[src/rtl/aes_uart_sequencer.sv]
// AES/UART block sequencer: pops a 128-bit block from the receive buffer,
// runs it through the AES core, and streams the result out byte by byte.
//
// Ports:
//   clk, reset           clock, async active-high reset
//   buf_empty/block/of   receive buffer status, block data, overflow flag
//   buf_read_en          one-cycle pop strobe to the buffer
//   aes_start/din        AES launch strobe and plaintext (held in WAIT_AES)
//   aes_done/dout        AES completion pulse and result
//   tx_start/din/done    UART byte handshake, MSB byte first
//   busy                 high outside IDLE
//   err_timeout          sticky, AES never answered
//   err_overflow         sticky, buffer reported overflow
//   blocks_done          count of fully transmitted blocks (wraps)
module aes_uart_sequencer #(
  parameter int AES_TIMEOUT = 1024,
  parameter int CNT_W       = 16
) (
  input  logic             clk,
  input  logic             reset,
  input  logic             buf_empty,
  input  logic [127:0]     buf_block,
  input  logic             buf_of,
  output logic             buf_read_en,
  output logic             aes_start,
  output logic [127:0]     aes_din,
  input  logic             aes_done,
  input  logic [127:0]     aes_dout,
  output logic             tx_start,
  output logic [7:0]       tx_din,
  input  logic             tx_done,
  output logic             busy,
  output logic             err_timeout,
  output logic             err_overflow,
  output logic [CNT_W-1:0] blocks_done
);

  localparam int TW = $clog2(AES_TIMEOUT);
  localparam logic [TW-1:0] T_LAST = TW'(AES_TIMEOUT - 1);

  localparam logic [2:0] S_IDLE     = 3'd0;
  localparam logic [2:0] S_START    = 3'd1;
  localparam logic [2:0] S_WAIT_AES = 3'd2;
  localparam logic [2:0] S_SEND     = 3'd3;
  localparam logic [2:0] S_WAIT_TX  = 3'd4;

  logic [2:0]       state_q, state_d;
  logic [127:0]     block_q, block_d;
  logic [127:0]     out_q, out_d;
  logic [3:0]       byte_idx_q, byte_idx_d;
  logic [TW-1:0]    timer_q, timer_d;
  logic             err_to_q, err_to_d;
  logic             err_ovf_q, err_ovf_d;
  logic [CNT_W-1:0] blocks_q, blocks_d;

  logic rd, st_aes, st_tx;

  always_comb begin
    state_d    = state_q;
    block_d    = block_q;
    out_d      = out_q;
    byte_idx_d = byte_idx_q;
    timer_d    = timer_q;
    err_to_d   = err_to_q;
    err_ovf_d  = err_ovf_q | buf_of;
    blocks_d   = blocks_q;
    rd         = 1'b0;
    st_aes     = 1'b0;
    st_tx      = 1'b0;
    unique case (state_q)
      S_IDLE: begin
        if (!buf_empty) begin
          rd      = 1'b1;
          block_d = buf_block;
          state_d = S_START;
        end
      end
      S_START: begin
        st_aes  = 1'b1;
        timer_d = '0;
        state_d = S_WAIT_AES;
      end
      S_WAIT_AES: begin
        timer_d = timer_q + TW'(1);
        // a result arriving on the last allowed cycle still wins
        if (aes_done) begin
          out_d      = aes_dout;
          byte_idx_d = '0;
          state_d    = S_SEND;
        end else if (timer_q == T_LAST) begin
          err_to_d = 1'b1;
          state_d  = S_IDLE;
        end
      end
      S_SEND: begin
        st_tx   = 1'b1;
        state_d = S_WAIT_TX;
      end
      S_WAIT_TX: begin
        if (tx_done) begin
          if (byte_idx_q == 4'hF) begin
            blocks_d = blocks_q + CNT_W'(1);
            state_d  = S_IDLE;
          end else begin
            byte_idx_d = byte_idx_q + 4'd1;
            state_d    = S_SEND;
          end
        end
      end
      default: state_d = S_IDLE;
    endcase
  end

  always_ff @(posedge clk or posedge reset) begin
    if (reset) begin
      state_q    <= S_IDLE;
      block_q    <= '0;
      out_q      <= '0;
      byte_idx_q <= '0;
      timer_q    <= '0;
      err_to_q   <= 1'b0;
      err_ovf_q  <= 1'b0;
      blocks_q   <= '0;
    end else begin
      state_q    <= state_d;
      block_q    <= block_d;
      out_q      <= out_d;
      byte_idx_q <= byte_idx_d;
      timer_q    <= timer_d;
      err_to_q   <= err_to_d;
      err_ovf_q  <= err_ovf_d;
      blocks_q   <= blocks_d;
    end
  end

  // strobes are combinational; mask them so reset forces every output low
  assign buf_read_en  = rd & ~reset;
  assign aes_start    = st_aes & ~reset;
  assign tx_start     = st_tx & ~reset;
  assign aes_din      = block_q;
  // byte i sits at bits 127-8i down; that top bit is {~i, 3'b111}
  assign tx_din       = out_q[{~byte_idx_q, 3'b111} -: 8];
  assign busy         = (state_q != S_IDLE);
  assign err_timeout  = err_to_q;
  assign err_overflow = err_ovf_q;
  assign blocks_done  = blocks_q;

endmodule
[config.mk]
export PLATFORM = sky130hd
export DESIGN_NAME = aes_uart_sequencer
export DESIGN_NICKNAME = d
export VERILOG_FILES = /design/src/rtl/aes_uart_sequencer.sv
export SDC_FILE = /design/constraint.sdc
export NUM_CORES = 1
export LEC_CHECK = 0
export CORE_ASPECT_RATIO = 0.7
export CORE_MARGIN = 2
export CORE_UTILIZATION = 46
export DETAILED_ROUTE_END_ITERATION = 7
export PLACE_DENSITY_LB_ADDON = 0.1
export SYNTH_ARGS = -nofsm -noshare
export SYNTH_HDL_FRONTEND = slang
export SYNTH_SLANG_ARGS = --single-unit
[constraint.sdc]
create_clock -name clk -period 22.9 [get_ports clk]
set_input_delay 6.87 -clock clk [delete_from_list [all_inputs] [get_ports clk]]
set_output_delay 6.87 -clock clk [all_outputs]
set_load 0.02 [all_outputs]
# Word level (Yosys, flattened, before mapping)
# Cells that the tools add are included.
[word_totals]
reg_bits = 291
word_cells = 56
input_bits = 262
out_inout_bits = 158
[op_classes]
n_shift = 1
muxes = 15
bitwise_logic = 8
n_eq_ne = 11
reduce_logical = 10
addsub = 3
[op_table]
columns = ["cell", "count"]
rows = [
  ["$shiftx 135x8->8", 1],
  ["$pmux 10 s2", 1],
  ["$add 16x1->16 const B", 1],
  ["$pmux 3 s5", 1],
  ["$mux 3", 4],
  ["$mux 4", 3],
  ["$add 10x1->10 const B", 1],
  ["$eq 10x10->1 const B", 1],
  ["$reduce_and 3->1", 3],
  ["$ne 2x2->1 const B", 4],
  ["$pmux 4 s2", 1],
  ["$eq 3x2->1 const B", 2],
  ["$add 4x1->4 const B", 1],
  ["$eq 4x4->1 const B", 1],
  ["$mux 1", 4],
  ["$not 4->4", 1],
  ["$reduce_and 2->1", 2],
  ["$reduce_and 4->1", 1],
  ["$reduce_bool 2->1", 2],
  ["$and 1x1->1", 3],
  ["$eq 3x1->1 const B", 1],
  ["$eq 3x3->1 const B", 1],
  ["$logic_not 3->1", 1],
  ["$ne 3x3->1 const B", 1],
  ["4 further kinds", 6],
]

# Depth between registers and ports, before layout
# Gate-level depths: netlist of the first run.
[logic_depth]
depth_word = 4
mapped_depth = 8
ltp_nobuf = 5

# Worst setup path before layout of the first run
# No wires, ideal clock.
[synth_timing]
path_type = "input-to-output"
startpoint = "input port reset"
endpoint = "output port tx_start"
path_stages = 2
t_arrival_ps = 13766
slack_ps = 2264
n_path_buf = 0
path_cell_list = "inv_1 > and3_1"
[synth_between]
elab_chain_len = 2
[synth_rtl]
columns = ["item", "line", "text"]
rows = [
  ["from (decl)", "20", "input logic reset,"],
  ["$not 1->1", "139", "assign tx_start = st_tx & ~reset;"],
  ["$and 1x1->1", "139", ""],
  ["to (decl)", "29", "output logic tx_start,"],
]
# No other way between the ends.

# Final worst setup path of the first run
# Ends and elaborated chain as after synthesis.

==> results.json, run 1 <==
{
  "outcome": "complete, no violations",
  "ff2ff_path_depth": 6,
  "yosysSeqAreaShare_pct": 59.35,
  "drv_cap": 0,
  "grt_pass1_wl_um": 50440,
  "die_w_um": 199.2,
  "vias": 9117,
  "viasPerCell": 4.998,
  "gp_congestion": 0.7807,
  "max_slew_margin_pct": 32.53,
  "endpoint_kind": "primary output",
  "synth_cell_types": 46,
  "clock-sinks": 291,
  "core_area_um2": 25930,
  "hold_start": "err_timeout",
  "yosysTopAreaCell": "dfrtp_1",
  "areaGrowthSynthToFinish_pct": 43.01,
  "synth_cells": 1051,
  "drc": 0,
  "root_buffer": "clkbuf_16",
  "crit_fanout": 115,
  "layout_commonest_cell": "clkdlybuf4s50_1",
  "antenna_found_initial": 2,
  "finalCriticalPeriod_ns": 15.72,
  "period_share_pct": 68.64,
  "reg2reg_from": "state_q[1]",
  "arrival_ns": 8.85,
  "drive_gt1_share_pct": 15.47,
  "cts_tree": "built",
  "grt.overflow.total": 0,
  "cts.clk_slew.worst_paths_ns": 0.06,
  "synth_warnings": 0,
  "hold_buffers": 0,
  "start_util_pct": 47.31,
  "cts_max_path_buffers": 3,
  "clock_skew_ns": 0.007296,
  "async_reset_ff_share_pct": 100.0,
  "synth_flop_cell": "dfrtp_1",
  "worst_ir_drop_vdd_v": 0.00008975,
  "io_pins": 420,
  "rows": 49,
  "grt_pass1_vias": 9270,
  "critPathLaunchType": "input pin",
  "synth_fp_nets": 1316,
  "final_max_slew_viol_count": 0,
  "ys_top_cells_by_area": "dfrtp_1, nand2_1, mux2_2",
  "power.density_nw_per_um2": 133.1,
  "die_area_um2": 28020,
  "fmax_mhz": 63.62,
  "hold_slack_ns": 0.4609,
  "critPathLaunch": "reset",
  "holdPathStages": 1,
  "grt_max_degree": 116,
  "hpwl_um": 23290,
  "synth_top_area_share_pct": 59.35,
  "synth-seq-cells": 291,
  "first_iter_violations": 554,
  "grtUsageTotal_pct": 23.04,
  "ant_nets": 0,
  "rsz0062_at_grt": "no",
  "p_leak_nw": 7.853,
  "critPathRequiredTime_ns": 16.03,
  "routed_wl_um": 32710,
  "worstSetupPathType": "input pin to primary output",
  "numCtsBuffers": 29,
  "hold_violations": 0,
  "cts_setup_buffers": 0,
  "final_cell_mix": "clkdlybuf4s50_1, nand2_1, dfrtp_1",
  "syn_area_per_cell_um2": 11.67,
  "wl_per_cell_um": 17.93,
  "synth_edf_count": 0,
  "hold_path.class": "register to register",
  "port_buffers": 419,
  "die_h_um": 140.6,
  "cts-resized-gates": 0,
  "diodes": 0,
  "clock_latency_ns": 0.53,
  "htree_levels": 1,
  "dr.pass1.iters": 4,
  "fin_nets": 1714,
  "netlist_area_um2": 12270,
  "tightest_slew_ns": 1.012,
  "setup_viol": 0,
  "fin_setup_tns_ns": 0
}
-- state kept, by name (all words and copies together) (netlist names) --
signal and flops:
err_overflow 1, state_q 3, timer_q 10, blocks_done 16, err_timeout 1, byte_idx_q 4, aes_din 128, out_q 128
-- cells in the mapped netlist (9+ instances only) --
cell type / number
nand2_1: 411
dfrtp_1: 291
mux2_2: 128
mux4_2: 32
buf_2: 23
a22oi_1: 16
buf_6: 14
xnor2_1: 14
clkbuf_1: 13
nor2_1: 13
nand3_1: 10
o21ai_0: 10
nand4_1: 9
-- cell type report --
cell class / instances / area (um2)
tap: 357 / 446.7
inverter: 5 / 26.28
fill: 1993 / 8387
multi-input combinational: 695 / 4596
sequential: 291 / 7284
clock buffer: 40 / 837.1
clock inverter: 9 / 102.6
timing repair buffer: 427 / 4254
-- report_power, final --
part	leakage, nW	switching (W)	internal, W
sequential	3.59	0.000132	0.000742
combinational	3.80	0.000477	0.000515
clock	0.469	0.000194	0.000276
total	7.85	0.000802	0.00153
-- through the flow --
| stage | util (%) | cell area (um2) | power, W | setup WS [ns] | instances |
|---|---|---|---|---|---|
| finish | 67.66 | 17550 | 0.002335 | 7.182 | 1824 |
| global route | 67.66 | 17550 | 0.002475 | 7.009 | 1824 |
| CTS | 67.66 | 17550 | 0.002363 | 7.091 | 1824 |
| detailed placement | 64.04 | 16610 | 0.001882 | 7.090 | 1775 |
| global placement | 64.04 | 16610 | 0.001858 | 7.093 | 1775 |
| floorplan | - | 12270 | 0.001469 | 2.264 | 1051 |
-- routing by layer --
layer / share of wire (%) / GRT usage, % / up-vias
li1: - / - / 4292
met1: 41 / 29.99 / 4469
met2: 48 / 38.40 / 298
met3: 8.4 / 6.124 / 54
met4: 2.4 / 6.009 / 4
met5: 0.083 / 0 / -
-- cell families after synthesis --
group           count (synthesis)  synth area share [%]
mux                           163                 17.87
xor+xnor                       17                 1.214
buf+inv                        65                 3.314
compound gates                 36                 1.989
fa+ha+maj                       3                0.3060
flops                         291                 59.35
simple gates                  476                 15.96
-- critical path, cell delays in order --
cell and delay (ns):
clkdlybuf4s50_1 0.53, inv_8 0.58, and3_1 0.26, clkdlybuf4s50_1 0.60
-- path summary, 6_finish.rpt --
check / slack [ns] / endpoint
max in group asynchronous: 14.18 / aes_din[14]
worst max register to register: 19.86 / aes_din[19]
min in group asynchronous: 6.94 / aes_din[48]
worst min register to register: 0.46 / err_timeout
worst max-delay path: 7.18 / tx_start
worst min-delay path: 0.46 / err_timeout
Note: power is estimated with default switching activity, not from simulation.
==> inputs of run 2 (changes only) <==
--- a/config.mk
+++ b/config.mk
@@ -7,7 +7,7 @@
 export LEC_CHECK = 0
 export CORE_ASPECT_RATIO = 0.7
 export CORE_MARGIN = 2
-export CORE_UTILIZATION = 46
+export CORE_UTILIZATION = 41
 export DETAILED_ROUTE_END_ITERATION = 7
 export PLACE_DENSITY_LB_ADDON = 0.1
 export SYNTH_ARGS = -nofsm -noshare
==> constraint.sdc (replaced) <==
create_clock -name clk -period 14 [get_ports clk]
set_input_delay 4.2 -clock clk [delete_from_list [all_inputs] [get_ports clk]]
set_output_delay 4.2 -clock clk [all_outputs]
set_load 0.02 [all_outputs]
==> results.json, run 2 (same netlist as run 1, synthesis figures left out) <==
{
  "outcome": "complete, no violations",
  "pre_cts_slack_ns": 3.235,
  "clock_latency_ns": 0.56,
  "switching_share_pct": 34.90,
  "reg2reg_from": "state_q[2]",
  "wl_per_cell_um": 18.76,
  "final_util_pct": 60.40,
  "numCtsBuffers": 29,
  "p_switching_w": 0.001352,
  "cts-resized-gates": 0,
  "dr.pass1.iters": 4,
  "fmax_mhz": 93.74,
  "slowest_delay_ns": 0.71,
  "htree_levels": 1,
  "hpwl_um": 24920,
  "met1_usage_pct": 29.06,
  "setup_viol": 0,
  "grt_pass1_vias": 9115,
  "critPathLaunchType": "input pin",
  "cts_setup_buffers": 0,
  "cts.clk_slew.worst_paths_ns": 0.06,
  "top_usage_layer": "met2",
  "groute.layer.met2.usage_pct": 36.96,
  "grt.overflow.total": 0,
  "core_area_um2": 29150,
  "hold_buffers": 0,
  "drc": 0,
  "grt_max_degree": 88,
  "port_buffers": 419,
  "p_int_w": 0.002522,
  "fin_nets": 1716,
  "tightest_slew_ns": 0.9134,
  "die_w_um": 210.8,
  "power.density_nw_per_um2": 220.0,
  "gp_congestion": 0.7673,
  "p_leak_nw": 7.853,
  "fin_setup_tns_ns": 0,
  "finalCriticalPeriod_ns": 10.67,
  "endpoint_kind": "primary output",
  "cts_max_path_buffers": 3,
  "layout_setup_ws_ns": 3.333,
  "crit_slowest_cell": "clkinvlp_4",
  "hold_slack_ns": 0.4632,
  "crit_path_cell_trace": "clkdlybuf4s50_1, clkinvlp_4, and3_1, clkdlybuf4s50_1",
  "grtUsageTotal_pct": 21.77,
  "diodes": 0,
  "ant_nets": 0,
  "drive_gt1_share_pct": 15.57,
  "arrival_ns": 6.47,
  "path_buf_inv": 3,
  "cts_tree": "built",
  "start_util_pct": 42.09,
  "first_iter_violations": 477,
  "viasPerCell": 4.916,
  "worstSetupPathType": "input pin to primary output",
  "clock_skew_ns": 0.01606,
  "period_share_pct": 76.20,
  "areaGrowthSynthToFinish_pct": 43.49,
  "fill_cells": 2443,
  "grtUsageMet3_pct": 4.842,
  "clock-sinks": 291,
  "crit_fanout": 40,
  "layout_commonest_cell": "clkdlybuf4s50_1",
  "rows": 52,
  "drv_cap": 0,
  "crit_family": "buffers and inverters",
  "hold_path.class": "register to register",
  "hold_violations": 0,
  "die_h_um": 148.7,
  "max_slew_margin_pct": 39.10,
  "critPathLaunch": "reset",
  "finish.instance_area_um2": 17610,
  "clkPwrFrac_pct": 20.7,
  "root_buffer": "clkbuf_16",
  "grt_pass1_wl_um": 52740,
  "antenna_found_initial": 0,
  "final_max_slew_viol_count": 0,
  "io_pins": 420,
  "placed_area_um2": 16640,
  "final_cell_mix": "clkdlybuf4s50_1, nand2_1, dfrtp_1",
  "worst_ir_drop_vdd_v": 0.0001093,
  "rsz0062_at_grt": "no",
  "pwr-share-seq_pct": 36.6,
  "routed_wl_um": 34700,
  "vias": 9090,
  "power_frac_comb_pct": 42.7,
  "cpMostUsedCell": "clkdlybuf4s50_1",
  "die_area_um2": 31350,
  "hold_start": "timer_q[7]",
  "critPathRequiredTime_ns": 9.80
}
-- run 2: cell count changes in the layout (fill, tap and decap cells not counted), moves of 2 or more --
| cell | delta |
|---|---|
| clkbuf_1 | +2 |
| buf_4 | +2 |
| clkbuf_8 | -5 |
| clkinvlp_4 | +4 |
| bufinv_16 | +2 |
-- run 2: through the flow --
stage                     std cells  total power (W)
after global placement         1798         0.003066
after floorplan                1051         0.002404
after global routing           1849         0.004098
after detailed placement       1798         0.003103
after CTS                      1849         0.003920
final                          1849         0.003874
-- run 2: layout make-up --
class,instances,area (um2),share of cell area (%)
Clock buffer,37,775.7,4.406
Clock inverter,14,185.2,1.052
Inverter,5,22.52,0.1279
Multi-Input combinational cell,695,4596,26.10
Sequential cell,291,7284,41.38
Tap cell,378,473.0,2.686
Timing Repair Buffer,429,4269,24.25
-- run 2: layer usage --
layer / vias up / share of wire [%]
li1: 4297 / -
met1: 4508 / 43
met2: 244 / 49
met3: 41 / 5.9
met4: 0 / 1.6
met5: - / 0
-- run 2: power by group through the flow --
stage / Clock (W) / Sequential (W) / Combinational [W]
floorplan: 0 / 0.00161 / 0.000790
finish: 0.000800 / 0.00142 / 0.00165
global placement: 0 / 0.00142 / 0.00165
global route: 0.000857 / 0.00147 / 0.00177
CTS: 0.000821 / 0.00142 / 0.00168
detailed placement: 0 / 0.00143 / 0.00167
-- run 2: worst paths after layout --
check,cells past startpoint,slack [ns],endpoint
hold / removal,1,0.46,timer_q[7]
max in group asynchronous,4,7.70,aes_din[78]
setup reg to reg,6,10.93,aes_din[82]
min in group asynchronous,2,4.22,aes_din[47]
hold reg to reg,1,0.46,timer_q[7]
setup / recovery,4,3.33,tx_start
==> inputs of run 3 (changes only) <==
--- a/config.mk
+++ b/config.mk
@@ -7,7 +7,7 @@
 export LEC_CHECK = 0
 export CORE_ASPECT_RATIO = 0.7
 export CORE_MARGIN = 2
-export CORE_UTILIZATION = 41
+export CORE_UTILIZATION = 46
 export DETAILED_ROUTE_END_ITERATION = 7
 export PLACE_DENSITY_LB_ADDON = 0.1
 export SYNTH_ARGS = -nofsm -noshare
==> constraint.sdc (replaced) <==
create_clock -name clk -period 10.6 [get_ports clk]
set_input_delay 3.18 -clock clk [delete_from_list [all_inputs] [get_ports clk]]
set_output_delay 3.18 -clock clk [all_outputs]
set_load 0.02 [all_outputs]
==> results.json, run 3 (same netlist as run 1, synthesis figures left out) <==
{
  "outcome": "complete, no violations",
  "grtUsageTotal_pct": 23.31,
  "dr.pass1.iters": 5,
  "finish.instance_area_um2": 17630,
  "path_buf_inv": 3,
  "slowest_delay_ns": 0.56,
  "numCtsBuffers": 29,
  "clock_latency_ns": 0.53,
  "grt_pass1_vias": 9235,
  "antenna_found_initial": 2,
  "start_util_pct": 47.31,
  "rows": 49,
  "hold_start": "err_timeout",
  "placed_area_um2": 16610,
  "cts.clk_slew.worst_paths_ns": 0.06,
  "hpwl_um": 23800,
  "worstSetupPathType": "input pin to primary output",
  "finalCriticalPeriod_ns": 8.425,
  "fmax_mhz": 118.7,
  "endpoint_kind": "primary output",
  "crit_path_end": "tx_start",
  "wl_per_cell_um": 18.10,
  "cpMostUsedCell": "clkdlybuf4s50_1",
  "tightest_slew_ns": 0.9664,
  "routed_wl_um": 33110,
  "gp_congestion": 0.7536,
  "crit_cells": 4,
  "critPathRequiredTime_ns": 7.42,
  "crit_fanout": 30,
  "p_leak_nw": 7.885,
  "die_w_um": 199.2,
  "port_buffers": 419,
  "ff2ff_path_depth": 5,
  "period_share_pct": 79.48,
  "core_area_um2": 25930,
  "final_cell_mix": "clkdlybuf4s50_1, nand2_1, dfrtp_1",
  "hold_path.class": "register to register",
  "rrSetupSlack_ns": 7.89,
  "io_pins": 420,
  "drive_gt1_share_pct": 15.63,
  "setup_viol": 0,
  "crit_path_cell_trace": "clkdlybuf4s50_1, clkinvlp_4, and3_2, clkdlybuf4s50_1",
  "ant_nets": 0,
  "r2r_end": "out_q[59]",
  "power_w": 0.005138,
  "grt_max_degree": 84,
  "rsz0062_at_grt": "no",
  "crit_slowest_cell": "clkdlybuf4s50_1",
  "crit_family": "buffers and inverters",
  "max_slew_margin_pct": 35.57,
  "hold_violations": 0,
  "placed_cells": 1776,
  "layout_setup_ws_ns": 2.175,
  "viasPerCell": 4.969,
  "drv_cap": 0,
  "worst_ir_drop_vdd_v": 0.0001890,
  "diodes": 0,
  "die_h_um": 140.6,
  "power.density_nw_per_um2": 291.4,
  "grt.overflow.total": 0,
  "critPathLaunchType": "input pin",
  "reg2reg_from": "state_q[1]",
  "htree_levels": 1,
  "drc": 0,
  "layout.cells.non_filler": 1829,
  "pre_cts_slack_ns": 2.133,
  "fin_nets": 1715,
  "grt_pass1_wl_um": 50840,
  "cts_tree": "built",
  "arrival_ns": 5.24,
  "final_max_slew_viol_count": 0,
  "cts_setup_buffers": 0,
  "vias": 9089,
  "areaGrowthSynthToFinish_pct": 43.70,
  "cts_max_path_buffers": 3,
  "layout_commonest_cell": "clkdlybuf4s50_1",
  "first_iter_violations": 535,
  "hold_buffers": 0,
  "critPathLaunch": "reset",
  "clock_skew_ns": 0.009535,
  "hold_slack_ns": 0.4650,
  "die_area_um2": 28020,
  "clock-sinks": 291,
  "root_buffer": "clkbuf_16",
  "cts-resized-gates": 0
}
## run 3: how the worst min path moves through the flow
stage | end | slack (ns) | cells past startpoint
after floorplan | timer_q[7] | 0.44 | 1
after global placement | err_timeout | 0.44 | 1
after detailed placement | err_timeout | 0.45 | 1
after CTS | err_timeout | 0.47 | 1
after global routing | err_timeout | 0.48 | 1
final | err_timeout | 0.47 | 1
## run 3: cell type report
cell class,instances,area (um2)
fillers,1990,8303
repair buffers,428,4262
well taps,357,446.7
clock buffers,42,834.6
inverters,5,22.52
multi-input cells,695,4597
clock inverters,11,183.9
flip-flops and latches,291,7284
## run 3: worst reg2reg max path, stage by stage, from the launching register on
cell and delay (ns):
dfrtp_1 0.55, nor3b_4 0.49, and2_4 0.55, buf_4 0.75
nand2_1 0.20, nand2_1 0.09
## run 3: power breakdown
| group | internal (W) | switching [W] |
|---|---|---|
| logic | 0.00111 | 0.00104 |
| registers | 0.00160 | 0.000296 |
| clock network | 0.000666 | 0.000424 |
## run 3: metrics by stage
step	utilization, %	TNS [ns]
floorplan	-	-0.8953
global placement	64.06	0
detailed placement	64.06	0
CTS	67.98	0
global route	67.98	0
finish	67.98	0
## run 3: routing by layer
metal	global-route usage, %	vias to the layer above	part of all wire [%]
li1	-	4293	-
met1	30.72	4440	42
met2	38.27	308	48
met3	7.057	46	9.1
met4	5.027	2	1.8
met5	0	-	0.039
